File: config.mk
export PLATFORM = sky130hd
export DESIGN_NAME = mux_sel_ctrl
export DESIGN_NICKNAME = d
export VERILOG_FILES = /design/src/rtl/mux_sel_ctrl_pkg.sv /design/src/rtl/mux_sel_ctrl_key_debounce.sv /design/src/rtl/mux_sel_ctrl.sv
export SDC_FILE = /design/constraint.sdc
export NUM_CORES = 1
export LEC_CHECK = 0
export CAP_MARGIN = 10
export CORE_ASPECT_RATIO = 1.75
export CORE_MARGIN = 2
export CORE_UTILIZATION = 30
export CTS_BUF_LIST = sky130_fd_sc_hd__clkbuf_4 sky130_fd_sc_hd__clkbuf_8
export DETAILED_ROUTE_END_ITERATION = 12
export GPL_ROUTABILITY_DRIVEN = 0
export PLACE_DENSITY = 0.46
export SLEW_MARGIN = 20
export SYNTH_ARGS = -nofsm -noshare
export SYNTH_HDL_FRONTEND = slang
export SYNTH_SLANG_ARGS = --single-unit
File: constraint.sdc
create_clock -name CLOCK_50 -period 1.91 [get_ports CLOCK_50]
set_clock_uncertainty 0.05 [all_clocks]
set_input_delay 0.2865 -clock CLOCK_50 [delete_from_list [all_inputs] [get_ports CLOCK_50]]
set_output_delay 0.2865 -clock CLOCK_50 [all_outputs]
set_load 0.01 [all_outputs]
File: src/rtl/mux_sel_ctrl_pkg.sv
// Shared definitions for the mux select controller: state encodings,
// reset levels and counter-width helpers.
package mux_sel_ctrl_pkg;

  typedef enum logic [1:0] {
    MAN_A  = 2'b00,
    MAN_B  = 2'b01,
    AUTO_A = 2'b10,
    AUTO_B = 2'b11
  } sel_state_e;

  localparam logic       KEY_RST_LVL    = 1'b1;
  localparam logic       AUTO_RST_LVL   = 1'b0;
  localparam logic [7:0] TOGGLE_CNT_RST = 8'd0;

  function automatic int cnt_width(input int n);
    return (n > 1) ? $clog2(n) : 1;
  endfunction

  // State encoding is {auto mode, select}, so the state is built from those two bits.
  function automatic sel_state_e make_state(input logic auto_m, input logic sel);
    return sel_state_e'({auto_m, sel});
  endfunction

endpackage

File: src/rtl/mux_sel_ctrl_key_debounce.sv
// Push-button front end: two-flop synchroniser, level debounce counter and
// registered press (1->0) detector.
module key_debounce
  import mux_sel_ctrl_pkg::*;
#(
  parameter int DEBOUNCE_CYCLES = 1_000_000
) (
  input  logic clk,
  input  logic rst,
  input  logic key_n,
  output logic stable,
  output logic press
);

  localparam int              DB_W    = cnt_width(DEBOUNCE_CYCLES);
  localparam logic [DB_W-1:0] DB_LAST = DB_W'(DEBOUNCE_CYCLES - 1);
  localparam logic [DB_W-1:0] DB_ONE  = DB_W'(1);

  logic [1:0]      sync_q, sync_d;
  logic [1:0]      vld_q, vld_d;
  logic [DB_W-1:0] cnt_q, cnt_d;
  logic            stable_q, stable_d;
  logic            press_q, press_d;
  logic            armed_q, armed_d;

  // Next-state for synchroniser, debounce counter and press detector.
  always_comb begin
    sync_d   = {sync_q[0], key_n};
    vld_d    = {vld_q[0], 1'b1};
    stable_d = stable_q;
    cnt_d    = cnt_q;
    if (sync_q[1] == stable_q) begin
      cnt_d = '0;
    end else if (cnt_q == DB_LAST) begin
      stable_d = sync_q[1];
      cnt_d    = '0;
    end else begin
      cnt_d = cnt_q + DB_ONE;
    end
    // A key held through reset must be seen released before a press can count.
    armed_d = armed_q | (vld_q[1] & sync_q[1]);
    press_d = armed_q & stable_q & ~stable_d;
  end

  // State registers.
  always_ff @(posedge clk or posedge rst) begin
    if (rst) begin
      sync_q   <= {2{KEY_RST_LVL}};
      vld_q    <= 2'b00;
      cnt_q    <= '0;
      stable_q <= KEY_RST_LVL;
      press_q  <= 1'b0;
      armed_q  <= 1'b0;
    end else begin
      sync_q   <= sync_d;
      vld_q    <= vld_d;
      cnt_q    <= cnt_d;
      stable_q <= stable_d;
      press_q  <= press_d;
      armed_q  <= armed_d;
    end
  end

  assign stable = stable_q;
  assign press  = press_q;

endmodule

File: src/rtl/mux_sel_ctrl.sv
// Select-line controller for the 2:1 mux: toggles s on debounced key presses
// and, in auto mode, every AUTO_PERIOD cycles.
module mux_sel_ctrl
  import mux_sel_ctrl_pkg::*;
#(
  parameter int DEBOUNCE_CYCLES = 1_000_000,
  parameter int AUTO_PERIOD     = 25_000_000
) (
  input  logic       CLOCK_50,
  input  logic       reset,
  input  logic       key_n,
  input  logic       auto_en,
  output logic       s,
  output logic       sel_pulse,
  output logic [7:0] toggle_count,
  output logic [1:0] state_led
);

  localparam int               PER_W    = cnt_width(AUTO_PERIOD);
  localparam logic [PER_W-1:0] PER_LAST = PER_W'(AUTO_PERIOD - 1);
  localparam logic [PER_W-1:0] PER_ONE  = PER_W'(1);

  logic             key_stable_s, key_press_s;
  logic [1:0]       auto_sync_q, auto_sync_d;
  sel_state_e       state_q, state_d;
  logic [PER_W-1:0] per_cnt_q, per_cnt_d;
  logic             sel_pulse_q, sel_pulse_d;
  logic [7:0]       toggle_count_q, toggle_count_d;
  logic             in_auto_s, cur_sel_s, expire_s, toggle_s;

  key_debounce #(
    .DEBOUNCE_CYCLES(DEBOUNCE_CYCLES)
  ) u_key_debounce (
    .clk   (CLOCK_50),
    .rst   (reset),
    .key_n (key_n),
    .stable(key_stable_s),
    .press (key_press_s)
  );

  // FSM next state, period counter and toggle bookkeeping.
  always_comb begin
    auto_sync_d = {auto_sync_q[0], auto_en};
    case (state_q)
      MAN_A:   begin in_auto_s = 1'b0; cur_sel_s = 1'b0; end
      MAN_B:   begin in_auto_s = 1'b0; cur_sel_s = 1'b1; end
      AUTO_A:  begin in_auto_s = 1'b1; cur_sel_s = 1'b0; end
      AUTO_B:  begin in_auto_s = 1'b1; cur_sel_s = 1'b1; end
      default: begin in_auto_s = 1'b0; cur_sel_s = 1'b0; end
    endcase
    expire_s = in_auto_s & auto_sync_q[1] & (per_cnt_q == PER_LAST);
    // A press with expiry in the same cycle is still a single toggle.
    toggle_s = (key_press_s & ~key_stable_s) | expire_s;
    state_d  = make_state(auto_sync_q[1], cur_sel_s ^ toggle_s);
    if (auto_sync_q[1] && in_auto_s && !toggle_s) begin
      per_cnt_d = per_cnt_q + PER_ONE;
    end else begin
      per_cnt_d = '0;
    end
    sel_pulse_d    = toggle_s;
    toggle_count_d = toggle_count_q + {7'd0, toggle_s};
  end

  // State and output registers.
  always_ff @(posedge CLOCK_50 or posedge reset) begin
    if (reset) begin
      auto_sync_q    <= {2{AUTO_RST_LVL}};
      state_q        <= MAN_A;
      per_cnt_q      <= '0;
      sel_pulse_q    <= 1'b0;
      toggle_count_q <= TOGGLE_CNT_RST;
    end else begin
      auto_sync_q    <= auto_sync_d;
      state_q        <= state_d;
      per_cnt_q      <= per_cnt_d;
      sel_pulse_q    <= sel_pulse_d;
      toggle_count_q <= toggle_count_d;
    end
  end

  assign state_led    = state_q;
  assign s            = state_q[0];
  assign sel_pulse    = sel_pulse_q;
  assign toggle_count = toggle_count_q;

endmodule

==> results of run 1 <==
[cell usage after synthesis, types with 2 or more instances]
master | instances | area [sq um]
or3_1 | 13 | 81.3
nand3_1 | 19 | 95.1
and4_1 | 3 | 26.3
inv_1 | 7 | 26.3
nand4_1 | 10 | 62.6
ha_1 | 4 | 50.1
nor2_1 | 15 | 56.3
o21ai_0 | 14 | 70.1
a211oi_1 | 8 | 60.1
and2_1 | 2 | 12.5
a21oi_1 | 7 | 35.0
dfrtp_1 | 62 | 1550
xnor2_1 | 17 | 149
or4_1 | 5 | 37.5
clkbuf_1 | 7 | 26.3
o31ai_1 | 4 | 30.0
nand4_2 | 2 | 25.0
nor3_1 | 21 | 105
nand4b_1 | 3 | 26.3
dfstp_2 | 3 | 78.8
nand2_1 | 16 | 60.1
and3_1 | 7 | 43.8
xor2_1 | 16 | 140
nor4_1 | 7 | 43.8
[worst paths after layout]
kind,endpoint,slack [ps],cells past startpoint
min in group CLOCK_50,u_key_debounce.vld_q[1]$_DFF_PP0_,300,0
worst min-delay path,u_key_debounce.cnt_q[9]$_DFF_PP0_,190,2
worst max register to register,toggle_count[6]$_DFF_PP0_,-150,7
worst max-delay path,toggle_count[6]$_DFF_PP0_,-150,7
max in group asynchronous,u_key_debounce.stable$_DFF_PP1_,1000,3
worst min register to register,u_key_debounce.vld_q[1]$_DFF_PP0_,300,0
[routing by layer]
layer / vias up / routed length (microns)
met5: - / 0
met4: 0 / 124
met3: 7 / 135
met2: 15 / 4070
met1: 1216 / 2840
li1: 1204 / -
[what timing repair did]
item | CTS | global route
hold endpoints to repair | 0 | 0
buffers inserted | 8 | 5
hold buffers | 0 | 0
setup endpoints to repair | 16 | 35
gates resized for setup | 10 | 19
pin swaps | 7 | 14
[cell families (layout without fill, tap and decap cells)]
logic type,count (synthesis),count (layout),share of synthesized area
compound gates,35,35,0.0713
mux,1,1,0.00373
simple gates,130,130,0.248
fa+ha+maj,4,4,0.0166
xor+xnor,33,33,0.0958
buf+inv,17,103,0.0232
other cells,1,1,0.00124
flops,65,65,0.540
[state kept, by name (all words and copies together) (netlist names)]
register	flops
u_key_debounce.stable	1
sel_pulse	1
per_cnt_q	25
state_led	2
auto_sync_q	2
u_key_debounce.press	1
u_key_debounce.vld_q	2
toggle_count	8
u_key_debounce.sync_q	2
u_key_debounce.cnt_q	20
u_key_debounce.armed_q	1
[area by class of cell]
| class | instances | area [sq um] | area share |
|---|---|---|---|
| Multi-Input combinational cell | 204 | 1480 | 0.358 |
| Clock buffer | 15 | 175 | 0.0423 |
| Clock inverter | 1 | 5.00 | 0.00121 |
| Inverter | 7 | 30.0 | 0.00725 |
| Timing Repair Buffer | 80 | 663 | 0.160 |
| Tap cell | 125 | 156 | 0.0378 |
| Sequential cell | 65 | 1630 | 0.394 |
[stage by stage]
step	utilization	instances	area, sq um	setup TNS, ps	power, mW
after CTS	0.410	493	4040	-781	2.65
after detailed placement	0.381	469	3750	-2000	1.54
after global routing	0.421	497	4140	-1910	2.71
final	0.421	497	4140	-785	2.59
after floorplan	-	286	3050	-525	1.48
after global placement	0.381	469	3750	-1830	1.54
[power by group]
part	total, mW	switching [mW]	internal [mW]
clock network	1.09	0.506	0.579
registers	1.40	0.0100	1.39
logic	0.104	0.0657	0.0387
[worst reg2reg max path, cell delays in order (launching register included)]
cell	delay, ps
dfrtp_1	390
nor4bb_2	310
nand4b_1	250
o31ai_4	300
ha_2	220
ha_2	200
nand3_1	100
xnor2_1	130
==> flow_metrics.py, run 1 <==
metrics = {
    "status": {
        "status": "complete, but fails checks",
        "violations": "setup timing",
    },
    "worst_setup_path": {
        "crit_required_ps": 2080,
        "worst_path_largest_cell_delay_ps": 390,
        "cp_num_buf_inv": 0,
        "critPathTopFamily": "simple AND/OR/NAND/NOR gates",
        "crit_path_start": "per_cnt_q[15]$_DFF_PP0_",
        "worstPathCellList": "nor4bb_2 > nand4b_1 > o31ai_4 > ha_2 > ha_2 > nand3_1 > xnor2_1",
        "crit_slowest_cell": "dfrtp_1",
        "end_kind": "flop",
        "r2r_start": "per_cnt_q[15]$_DFF_PP0_",
        "path_class": "reg2reg",
        "critPathLaunchType": "flop",
        "crit_top_cell": "ha_2",
        "cp_max_fo": 3,
        "crit_arrival_ps": 2230,
    },
    "power_and_ir_drop": {
        "peakVddDrop_mv": 0.279,
        "p_leak_nw": 1.73,
        "power_density_nw_per_um2": 626,
    },
    "route": {
        "drtAntennaViolNets": 0,
        "dr.first_iter.drc_count": 90,
        "drt-pass1-iter-count": 4,
        "routed_wl_microns": 7160,
        "vias": 2442,
        "drc": 0,
        "drt-vias-per-instance": 4.91,
        "wl_per_cell_microns": 14.4,
    },
    "yosys": {
        "netlist_area_sq_um": 3020,
        "yosysWarnings": 0,
        "synth.avg_cell_area_sq_um": 10.6,
        "seq_area_frac_synth": 0.540,
        "synth_flop_cell": "dfrtp_1",
        "ys_seq_elements": 65,
        "synth_nets": 294,
        "ys_async_sr_fraction": 1.00,
        "ys_types": 38,
        "synthCells": 286,
        "synth-edff-count": 0,
    },
    "die": {
        "core_sq_um": 9850,
        "fp-row-count": 48,
        "dieHeight_microns": 137,
        "ios": 16,
        "start_util": 0.306,
        "die_x_microns": 79.8,
        "die-area_sq_um": 10900,
    },
    "global_routing": {
        "use_met2": 0.269,
        "use_met3": 0.0363,
        "grt_pass1_vias": 2561,
        "grt_use_total": 0.143,
        "grt.busiest_layer": "met2",
        "grt_pass1_wl_microns": 12000,
        "antenna_found_initial": 0,
        "grt_overflow": 0,
        "use_met1": 0.149,
        "grt_max_degree": 56,
    },
    "timing": {
        "setup_viol": 8,
        "setup_slack_ps": -154,
        "slew_headroom": 0.667,
        "hold_viol_final": 0,
        "grt_setup_unrepaired": "yes",
        "fin_hold_ws_ps": 193,
        "slew_viol_final": 0,
        "max_freq_mhz": 485,
        "fin_crit_sh": 1.08,
        "fin_crit_ps": 2060,
        "tightest_slew_ps": 496,
    },
    "hold_path": {
        "hp-class": "in2async",
    },
    "cts": {
        "clk_latency_ps": 340,
        "clkTransAtPathRegs_ps": 70,
        "cts_buffers": 9,
        "root_buffer": "clkbuf_8",
        "cts_tree": "done",
        "clock_path_buffers": 2,
        "cts_sinks": 65,
        "htree_levels": 3,
    },
    "final_layout": {
        "nNetsFinal": 375,
        "n_fill_cell": 1003,
        "diodes": 0,
        "final_common_cell": "buf_4",
        "area_delta_synth_final_pct": 37.3,
        "final_layout_size_suffix_gt1_frac": 0.336,
        "most-common-layout-cells": "63 x buf_4, 61 x dfrtp_1, 20 x nor3_1",
    },
    "placement": {
        "dpl_worst_slack_ps": -192,
        "post-dp-hpwl_microns": 4900,
        "io_buffers": 15,
    },
    "run": {
        "cap_violations": 0,
    },
}
(Power assumes the default switching activity.)
==> inputs of run 2 (changes only) <==
--- a/config.mk
+++ b/config.mk
@@ -10,6 +10,7 @@
 export CORE_MARGIN = 2
 export CORE_UTILIZATION = 30
 export CTS_BUF_LIST = sky130_fd_sc_hd__clkbuf_4 sky130_fd_sc_hd__clkbuf_8
+export CTS_CLUSTER_SIZE = 28
 export DETAILED_ROUTE_END_ITERATION = 12
 export GPL_ROUTABILITY_DRIVEN = 0
 export PLACE_DENSITY = 0.46
==> results of run 2 <==
No change in the layout: final DEF, timing and power equal those of run 1.
==> inputs of run 3 (changes only) <==
--- a/config.mk
+++ b/config.mk
@@ -6,7 +6,6 @@
 export NUM_CORES = 1
 export LEC_CHECK = 0
 export CAP_MARGIN = 10
-export CORE_ASPECT_RATIO = 1.75
 export CORE_MARGIN = 2
 export CORE_UTILIZATION = 30
 export CTS_BUF_LIST = sky130_fd_sc_hd__clkbuf_4 sky130_fd_sc_hd__clkbuf_8
==> run 3 against run 2 <==
Against the previous run: core utilization increased by 0.49 points; via count is 2.2% lower; first-iteration DRC count grew 11%; routed wire length decreased by 5.7%; the flow still finishes with violations (setup timing); cell count rose by 0.40%.
==> flow_metrics.py, run 3 (synthesized netlist as in run 1, its figures left out) <==
metrics = {
    "worst_setup_path": {
        "ff2ff_path_depth": 7,
        "cp_max_fo": 3,
        "reg2reg_to": "toggle_count[4]$_DFF_PP0_",
        "r2r_setup_slack_ps": -70,
        "critPathLaunchType": "flop",
        "crit_slowest_cell": "dfrtp_1",
        "end_kind": "flop",
        "cp_num_buf_inv": 0,
        "critPathTopFamily": "simple AND/OR/NAND/NOR gates",
        "worstPathCellList": "nor4_2 > nand4b_1 > o31ai_4 > ha_2 > ha_2 > nand3_1 > xnor2_1",
        "r2r_start": "per_cnt_q[7]$_DFF_PP0_",
        "crit_required_ps": 2070,
        "worst_path_largest_cell_delay_ps": 410,
        "path_class": "reg2reg",
        "crit_top_cell": "ha_2",
        "crit_arrival_ps": 2140,
    },
    "power_and_ir_drop": {
        "p_leak_nw": 1.73,
        "peakVddDrop_mv": 0.269,
        "power_density_nw_per_um2": 653,
        "power.total_mw": 2.71,
    },
    "timing": {
        "tightest_slew_ps": 504,
        "max_freq_mhz": 506,
        "slew_viol_final": 0,
        "setup_viol": 9,
        "fin_crit_sh": 1.04,
        "hold_viol_final": 0,
        "slew_headroom": 0.661,
        "grt_setup_unrepaired": "yes",
        "setup_slack_ps": -67.6,
        "fin_crit_ps": 1980,
    },
    "final_layout": {
        "final_layout_size_suffix_gt1_frac": 0.328,
        "largest_register": "per_cnt_q",
        "utilization": 0.425,
        "final_common_cell": "dfrtp_1",
        "ff_latch_area_sq_um": 1630,
        "most-common-layout-cells": "60 x dfrtp_1, 56 x buf_4, 20 x nor3_1",
        "multi_input_area_sq_um": 1510,
        "design_area_sq_um": 4160,
        "nNetsFinal": 369,
        "area_delta_synth_final_pct": 37.8,
        "largest_reg_flops": 25,
        "diodes": 0,
        "n_fill_cell": 969,
    },
    "hold_path": {
        "hold_depth": 0,
        "whs_endpoint": "u_key_debounce.vld_q[1]$_DFF_PP0_",
        "hp-class": "reg2reg",
        "min_from": "u_key_debounce.vld_q[0]$_DFF_PP0_",
    },
    "cts": {
        "root_buffer": "clkbuf_8",
        "clk_latency_ps": 340,
        "cts_buffers": 9,
        "cts_sinks": 65,
        "clock_path_buffers": 2,
        "cts_hold_buffers": 0,
        "cts_tree": "done",
        "htree_levels": 3,
        "clkTransAtPathRegs_ps": 70,
    },
    "global_routing": {
        "grt_max_degree": 66,
        "grt_pass1_vias": 2352,
        "grt_pass1_wl_microns": 11400,
        "grt_use_total": 0.129,
        "grt_overflow": 0,
        "antenna_found_initial": 0,
    },
    "status": {
        "violations": "setup timing",
        "status": "complete, but fails checks",
    },
    "placement": {
        "post-dp-hpwl_microns": 4370,
        "io_buffers": 15,
        "dpl_worst_slack_ps": -157,
        "place_area_sq_um": 3750,
    },
    "die": {
        "dieHeight_microns": 104,
        "fp-row-count": 36,
        "die_x_microns": 104,
        "ios": 16,
        "die-area_sq_um": 10900,
        "core_sq_um": 9770,
        "start_util": 0.309,
    },
    "route": {
        "drc": 0,
        "drt-vias-per-instance": 4.79,
        "drtAntennaViolNets": 0,
        "drt-pass1-iter-count": 4,
        "wl_per_cell_microns": 13.5,
        "vias": 2389,
        "routed_wl_microns": 6760,
        "dr.first_iter.drc_count": 100,
    },
    "run": {
        "cap_violations": 0,
    },
}
## run 3: changes by cell type in the layout (fill, tap and decap cells not counted), moves of 2 or more
cell | before | now
a21oi_2 | 3 | 1
a21oi_1 | 4 | 6
clkbuf_4 | 5 | 2
or3_1 | 8 | 6
nand4_2 | 2 | 0
or3_4 | 5 | 7
buf_4 | 63 | 56
nand4_4 | 1 | 3
buf_6 | 0 | 2
## run 3: how the worst max path moves through the flow
stage | end | depth (start not counted) | slack (ps) | startpoint
3_5_place_dp | per_cnt_q[22]$_DFF_PP0_ | 4 | -160 | per_cnt_q[5]$_DFF_PP0_
3_3_place_gp | toggle_count[5]$_DFF_PP0_ | 7 | -130 | per_cnt_q[7]$_DFF_PP0_
4_1_cts | toggle_count[4]$_DFF_PP0_ | 7 | -140 | per_cnt_q[8]$_DFF_PP0_
2_1_floorplan | per_cnt_q[22]$_DFF_PP0_ | 5 | -70 | per_cnt_q[6]$_DFF_PP0_
6_report | toggle_count[4]$_DFF_PP0_ | 7 | -70 | per_cnt_q[7]$_DFF_PP0_
5_1_grt | toggle_count[2]$_DFF_PP0_ | 7 | -170 | per_cnt_q[23]$_DFF_PP0_
## run 3: layout make-up
type / count / area share
multi-input combinational: 204 / 0.363
tap: 133 / 0.0400
sequential: 65 / 0.393
inverter: 7 / 0.00722
clock buffer: 13 / 0.0400
timing repair buffer: 74 / 0.147
clock inverter: 3 / 0.00963
## run 3: report_power, final
part	internal [mW]	total [mW]	switching (mW)
combinational	0.0371	0.100	0.0629
sequential	1.39	1.40	0.0113
clock	0.700	1.21	0.511
total	2.13	2.71	0.585
## run 3: timing repair
item / 4_1_cts / 5_1_grt
pin swaps: 13 / 10
resized for setup: 14 / 21
hold endpoints to repair: 0 / 0
buffers inserted: 3 / 3
setup endpoints to repair: 16 / 18
## run 3: per-stage QoR
stage          std cells  hold WS, ps  TNS [ps]
3_5_place_dp         477          290     -1560
6_report             499          300      -403
4_1_cts              496          304      -779
2_1_floorplan        286          241      -525
5_1_grt              499          314     -1530
3_3_place_gp         477          281     -1220
## run 3: layer usage
layer	track usage	share of wire
met2	0.191	0.45
met1	0.182	0.52
met3	0.0238	0.020
met4	0.0550	0.013
met5	0	0
